### config.mk
export PLATFORM = sky130hd
export DESIGN_NAME = sclk_rx_deserializer
export DESIGN_NICKNAME = d
export VERILOG_FILES = /design/src/rtl/sclk_rx_deserializer.sv
export SDC_FILE = /design/constraint.sdc
export NUM_CORES = 1
export LEC_CHECK = 0
export ABC_AREA = 1
export BUFFER_PORTS_ARGS = -buffer_cell sky130_fd_sc_hd__buf_4
export CORE_ASPECT_RATIO = 0.7
export CORE_MARGIN = 3
export CORE_UTILIZATION = 40
export CTS_BUF_LIST = sky130_fd_sc_hd__clkbuf_4 sky130_fd_sc_hd__clkbuf_8
export DETAILED_ROUTE_END_ITERATION = 8
export GPL_TIMING_DRIVEN = 0
export HOLD_SLACK_MARGIN = 0.08
export PLACE_DENSITY = 0.63
export SYNTH_ARGS = -nofsm -noshare
export SYNTH_HDL_FRONTEND = slang
export SYNTH_SLANG_ARGS = --single-unit
### constraint.sdc
create_clock -name clk -period 3.1 [get_ports clk]
set_input_delay 0.62 -clock clk [delete_from_list [all_inputs] [get_ports clk]]
set_output_delay 0.62 -clock clk [all_outputs]
set_load 0.005 [all_outputs]
### src/rtl/sclk_rx_deserializer.sv
// rtl/sclk_rx_deserializer.sv - serial-clock receive deserializer with idle timeout
//
// Resynchronises an external serial clock and data line into the clk domain,
// samples data MSB first on rising serial-clock edges and presents each
// completed word on data_out together with a one-cycle data_valid strobe.
// A frame that stalls for LIMIT = TIMEOUT_MULT*2*CLK_PER_BIT clk cycles
// without a rising sclk edge is dropped and flagged with frame_err.
//
// Optional build macro: SCLK_RX_PARITY_EN
//   Frames carry one extra trailing even-parity bit; a mismatch pulses
//   parity_err instead of data_valid and leaves data_out untouched.
//
// Ports:
//   clk         system clock, all logic on posedge
//   rst         synchronous active-high reset
//   enable      receiver enable; low forces IDLE and ignores edges
//   sclk_in     asynchronous serial clock
//   sdata_in    asynchronous serial data
//   data_out    last complete word received
//   data_valid  one-cycle pulse, data_out just updated
//   busy        frame in progress
//   parity_err  one-cycle pulse, parity mismatch (SCLK_RX_PARITY_EN only)
//   frame_err   one-cycle pulse, partial frame aborted by timeout

module sclk_rx_deserializer #(
    parameter int DATA_BITS    = 8,
    parameter int CLK_PER_BIT  = 5,
    parameter int TIMEOUT_MULT = 4
) (
    input  logic                 clk,
    input  logic                 rst,
    input  logic                 enable,
    input  logic                 sclk_in,
    input  logic                 sdata_in,
    output logic [DATA_BITS-1:0] data_out,
    output logic                 data_valid,
    output logic                 busy,
`ifdef SCLK_RX_PARITY_EN
    output logic                 parity_err,
`endif
    output logic                 frame_err
);

    localparam int LIMIT = TIMEOUT_MULT * 2 * CLK_PER_BIT;
    localparam int BCW   = $clog2(DATA_BITS + 2);
    localparam int TCW   = $clog2(LIMIT + 1);

`ifdef SCLK_RX_PARITY_EN
    localparam int FRAME_BITS = DATA_BITS + 1;
`else
    localparam int FRAME_BITS = DATA_BITS;
`endif

    localparam logic [BCW-1:0] FRAME_CNT = BCW'(FRAME_BITS);
    localparam logic [TCW-1:0] LIMIT_CNT = TCW'(LIMIT);

    localparam logic [0:0] ST_IDLE  = 1'b0;
    localparam logic [0:0] ST_SHIFT = 1'b1;

    // Two-flop synchronisers; sclk gets a third flop for edge detection.
    logic sclk_s1, sclk_s2, sclk_s3;
    logic sdata_s1, sdata_s2;

    logic [0:0]           state;
    logic [BCW-1:0]       bit_cnt;
    logic [TCW-1:0]       to_cnt;
    logic [DATA_BITS-1:0] shift_reg;

    logic                 rise;
    logic                 bit_in;
    logic [DATA_BITS-1:0] shift_next;
    logic [BCW-1:0]       cnt_next;
    logic                 last_bit;

    always_ff @(posedge clk) begin
        if (rst) begin
            sclk_s1  <= 1'b0;
            sclk_s2  <= 1'b0;
            sclk_s3  <= 1'b0;
            sdata_s1 <= 1'b0;
            sdata_s2 <= 1'b0;
        end else begin
            sclk_s1  <= sclk_in;
            sclk_s2  <= sclk_s1;
            sclk_s3  <= sclk_s2;
            sdata_s1 <= sdata_in;
            sdata_s2 <= sdata_s1;
        end
    end

    // sdata travels through the same flop depth as sclk, so s2_sdata is the
    // bit that was on the line when the serial clock rose.
    always_comb begin
        rise       = sclk_s2 & ~sclk_s3;
        bit_in     = sdata_s2;
        // Shift-and-insert written so that DATA_BITS == 1 needs no special slice.
        shift_next = (shift_reg << 1) | DATA_BITS'(bit_in);
        // bit_cnt is always 0 in IDLE, so this also yields 1 on a frame start.
        cnt_next   = bit_cnt + BCW'(1);
        last_bit   = (cnt_next == FRAME_CNT);
    end

    assign busy = (state == ST_SHIFT);

    always_ff @(posedge clk) begin
        if (rst) begin
            state      <= ST_IDLE;
            bit_cnt    <= '0;
            to_cnt     <= '0;
            shift_reg  <= '0;
            data_out   <= '0;
            data_valid <= 1'b0;
            frame_err  <= 1'b0;
`ifdef SCLK_RX_PARITY_EN
            parity_err <= 1'b0;
`endif
        end else begin
            data_valid <= 1'b0;
            frame_err  <= 1'b0;
`ifdef SCLK_RX_PARITY_EN
            parity_err <= 1'b0;
`endif
            if (!enable) begin
                // Disabled: drop any partial frame silently.
                state     <= ST_IDLE;
                bit_cnt   <= '0;
                to_cnt    <= '0;
                shift_reg <= '0;
            end else if (rise) begin
                // An edge always wins over a coincident timeout.
                to_cnt <= '0;
                if (last_bit) begin
                    state   <= ST_IDLE;
                    bit_cnt <= '0;
`ifdef SCLK_RX_PARITY_EN
                    // Final bit is the parity bit; shift_reg already holds the word.
                    if ((^shift_reg) == bit_in) begin
                        data_out   <= shift_reg;
                        data_valid <= 1'b1;
                    end else begin
                        parity_err <= 1'b1;
                    end
`else
                    shift_reg  <= shift_next;
                    data_out   <= shift_next;
                    data_valid <= 1'b1;
`endif
                end else begin
                    state     <= ST_SHIFT;
                    bit_cnt   <= cnt_next;
                    shift_reg <= shift_next;
                end
            end else if (state == ST_SHIFT) begin
                if (to_cnt == LIMIT_CNT) begin
                    frame_err <= 1'b1;
                    state     <= ST_IDLE;
                    bit_cnt   <= '0;
                    to_cnt    <= '0;
                    shift_reg <= '0;
                end else begin
                    to_cnt <= to_cnt + TCW'(1);
                end
            end
        end
    end

endmodule

Word level (Yosys, flattened, before mapping)

Index checks and enable logic that the tools add are counted.

$add $sub $neg: 2
Multipliers: 0
Div/mod/pow operators: 0
$lt $le $gt $ge: 0
Equal/unequal tests: 2
Shift-type cells: 0
Mux-type cells: 14
Bitwise operators: 6
Reductions and logical operators: 8

Operators by type and width:

| kind                                                          | number |
|---|---|
| 7-bit two-way mux                                             | 3 |
| 4-bit two-way mux                                             | 4 |
| 8-bit by 1-bit bitwise OR with 8-bit output                   | 1 |
| 6-bit by 1-bit adder with 6-bit output, second input constant | 1 |
| 6-bit equality test, second input constant                    | 1 |
| 1-bit two-way mux                                             | 6 |
| 6-bit two-way mux                                             | 1 |
| 3-bit OR reduction                                            | 2 |
| 4-bit by 1-bit adder with 4-bit output, second input constant | 1 |
| 4-bit equality test, second input constant                    | 1 |
| 1-bit inverter                                                | 4 |
| 2-bit nonzero test                                            | 2 |
| 4-bit OR reduction                                            | 1 |
| 3-bit AND reduction                                           | 1 |
| 2-bit AND reduction                                           | 1 |
| 2-bit OR reduction                                            | 1 |
| 1-bit bitwise AND                                             | 1 |

Register bits after elaboration: 33
Bits in latches: 0
RAM bits: 0
Memory bits (read-only): 0
Bits of input ports: 5
Output and inout port bits: 11
Logic and storage cells: 44
Memories: 0

Longest topological paths before layout

Depth after elaboration: 4
Mapped depth: 9
Gate-level depth less buffers: 9

Least setup slack after synthesis

No wires, ideal clock.

Path type: input to register
Start: in enable
End: reg shift_reg[2]
Setup time: 0.074 ns
Arrival time: 1.244 ns
Required time: 3.026 ns
Path slack: 1.782 ns
Cell stages on the path: 5
Buffers on the path: 1
Path through: inv_1 > nor2_1 > nand3_2 > buf_6 > o21ai_0

Cells in the longest elaborated chain, start to end: 2

Ends and longest elaborated chain:

| element                             | line | source |
|---|---|---|
| start, declared                     | 32   | `input logic enable,` |
| 1-bit inverter (no source line)     | --   |  |
| 2-bit OR reduction (no source line) | --   |  |
| end signal, assigned                | 144  | `shift_reg <= shift_next;` |
| end signal, assigned                | 151  | `shift_reg <= shift_next;` |
| end, declared                       | 67   | `logic [DATA_BITS-1:0] shift_reg;` |

No other way between the ends.
A chain may end at the register's enable or synchronous reset.

Worst setup path after layout

Start: reg state, in the netlist busy
End: out busy

RTL lines:

| element                | line | source |
|---|---|---|
| start, declared        | 64   | `logic [0:0] state;` |
| start signal, assigned | 107  | `state <= ST_IDLE;` |
| start signal, assigned | 125  | `state <= ST_IDLE;` |
| start signal, assigned | 133  | `state <= ST_IDLE;` |
| end, declared          | 37   | `output logic busy,` |

No word-level cell between the ends.

==> results.cfg <==
[yosys]
ys_warn_count = 0
syn_inst = 196
syn_area_per_cell_sq_um = 7.46
synth_top_area_share_pct = 45.2
synth_edf_count = 0
synth.distinct_cells = 23
synthTopCellsByArea = dfxtp_1 (45%), inv_1 (11%), nand2_1 (11%)
synth-main-ff-cell = dfxtp_1
syn-num-nets = 205
synth_seq_cells = 33
seq_area_frac_synth_pct = 45.2
syn_area_sq_um = 1460
yosys.area.top_type = dfxtp_1
async_reset_ff_share_pct = 0

[global_routing]
grt_max_degree = 11
globalRouteOverflowTotal = 0
met1_usage_pct = 19.4
grt_use_total_pct = 14.0
grt.met2_usage_pct = 18.7
met3_usage_pct = 5.29
antenna_found_initial = 0
grt_pass1_vias = 1128
top_usage_layer = met1
grt_pass1_wl_mm = 4.81

[floorplan]
die_w_microns = 78.2
die_area_sq_um = 4430
start_util_pct = 44.0
core_sq_um = 3320
io_pins = 16
row_count = 17
dieHeight_microns = 56.6

[layout]
layout.nets = 227
drive_gt1_share_pct = 17.0
final_util_pct = 51.9
syn2layout_area_growth_pct = 17.9
diodes = 0
largest_reg_flops = 8

[setup_path]
crit_required_ps = 2480
r2r-start = bit_cnt[0]
crit_family = flip-flops
reg2reg_slack_ps = 1590
cp.depth = 1
crit_type = register to output port
r2r_cells = 9
endpoint_kind = output port
critPathBufInv = 1
worstPathArrival_ps = 950
critPathMaxStageDelay_ps = 490
critPathLaunchType = register
critPathLaunch = busy
cp_slowest_cell = dfxtp_1
r2r-end = data_out[4]
path_cells = buf_4
endpoint = busy
crit_fanout = 8

[sta]
drv_slew = 0
maxSlewHeadroom_pct = 80.0
min_period_over_period_pct = 50.5
whs_ps = 396
setup_ws_ps = 1530
fmax_ghz = 0.639
setup_viol = 0
worstMarginPinSlew_ps = 299
period_needed_ps = 1570
finClkSkew_ps = 5.48
rsz0062_at_grt = false
setup_tns_ps = 0
final-hold-violation-count = 0

[placed_design]
gp_congestion = 0.730
port_buffers = 15
post-place-ws_ps = 1530
dpl.hpwl_mm = 1.88

[clock_tree]
ctsHoldBuffers = 0
cts_tree = done
cts_num_sinks = 33
clock_latency_ps = 280
htreeDepth = 2
post-cts-setup-buffer-count = 0
cts-buffers-inserted = 5
cts_max_path_buffers = 2
cts_resized = 0
root_buffer = clkbuf_8
path_clk_slew_ps = 60

[pwr]
vdd_drop_max_mv = 0.312
powerDensity_nw_per_um2 = 458
p_leak_nw = 0.726

[detailed_routing]
ant_nets = 0
drc = 0
dr.pass1.iters = 4
drt_iter0_drc = 60
avgRoutedWirePerCell_microns = 9.76
vias_per_cell = 4.39
vias = 1163
wl_mm = 2.59

[run]
maxCapViolCount = 0

[worst_hold_path]
min_path_type = register to register

[status]
status = finished, final reports clean
==> layout make-up <==
| class | instances | area [sq um] |
|---|---|---|
| plain buffers | 2 | 18.8 |
| clock buffers | 7 | 90.1 |
| fillers | 346 | 1600 |
| inverters | 47 | 176 |
| multi-input cells | 114 | 606 |
| flip-flops and latches | 33 | 661 |
| well taps | 47 | 58.8 |
| repair buffers | 15 | 113 |
==> worst min path at each step <==
| stage | slack (ps) | cells past startpoint | startpoint | to |
|---|---|---|---|---|
| after floorplan | 390 | 2 | sdata_s1 | bit_in |
| after global placement | 390 | 2 | sdata_s1 | bit_in |
| after detailed placement | 390 | 2 | sdata_s1 | bit_in |
| after CTS | 400 | 2 | sdata_s1 | bit_in |
| after global routing | 420 | 2 | sclk_s1 | sclk_s2 |
| final | 400 | 2 | sdata_s1 | bit_in |
==> cells in the mapped netlist (4+ instances only) <==
cell type and instances:
nand4_1 11, inv_1 43, o21ai_1 4, o21ai_0 5
a21oi_1 5, nand3_1 7, dfxtp_1 33, ha_1 4
nand2_1 43, nor2_1 22
==> cells by family after synthesis <==
kind of cell               Yosys count  synth area share, %
and+or+nand+nor                     93                 31.4
buffers and inverters               49                 13.4
DFF                                 33                 45.2
AOI/OAI and AO/OA                   14                 4.79
adders and majority gates            4                 3.42
xor gates and xnor gates             3                 1.80
==> metrics by stage <==
stage                     instance area [sq um]  power (mW)  std cells
after global placement                     1630       0.467        258
after floorplan                            1460       0.457        196
after global routing                       1720       0.822        265
final                                      1720       0.789        265
after detailed placement                   1630       0.467        258
after CTS                                  1720       0.800        265
==> layout by cell type (no fill, tap or decap) <==
cell and instances:
nand2_1 43, xor2_1 3, nand2_2 3, inv_2 3, nand3_4 1, nor2_4 1
o21ai_1 4, clkbuf_8 6, nor2_1 22, nor3_2 1, clkbuf_4 1, buf_6 1
nand3_1 7, nor2_8 1, nand3_2 1, nand4_2 1, ha_1 4, nand2_4 1
clkinv_1 1, dfxtp_1 33, a21oi_1 5, nand4_1 11, o21ai_0 5, buf_4 16
inv_1 43
==> power breakdown <==
part           switching [mW]  internal, mW
sequential            0.00226         0.428
combinational          0.0167        0.0102
clock                   0.148         0.185
==> routing by layer <==
layer  wire length, microns  share of wire [%]
met5                      0                  0
met4                     29                1.1
met3                    138                5.3
met2                    963                 37
met1                   1460                 56
Power figures use the tool's default switching activity.
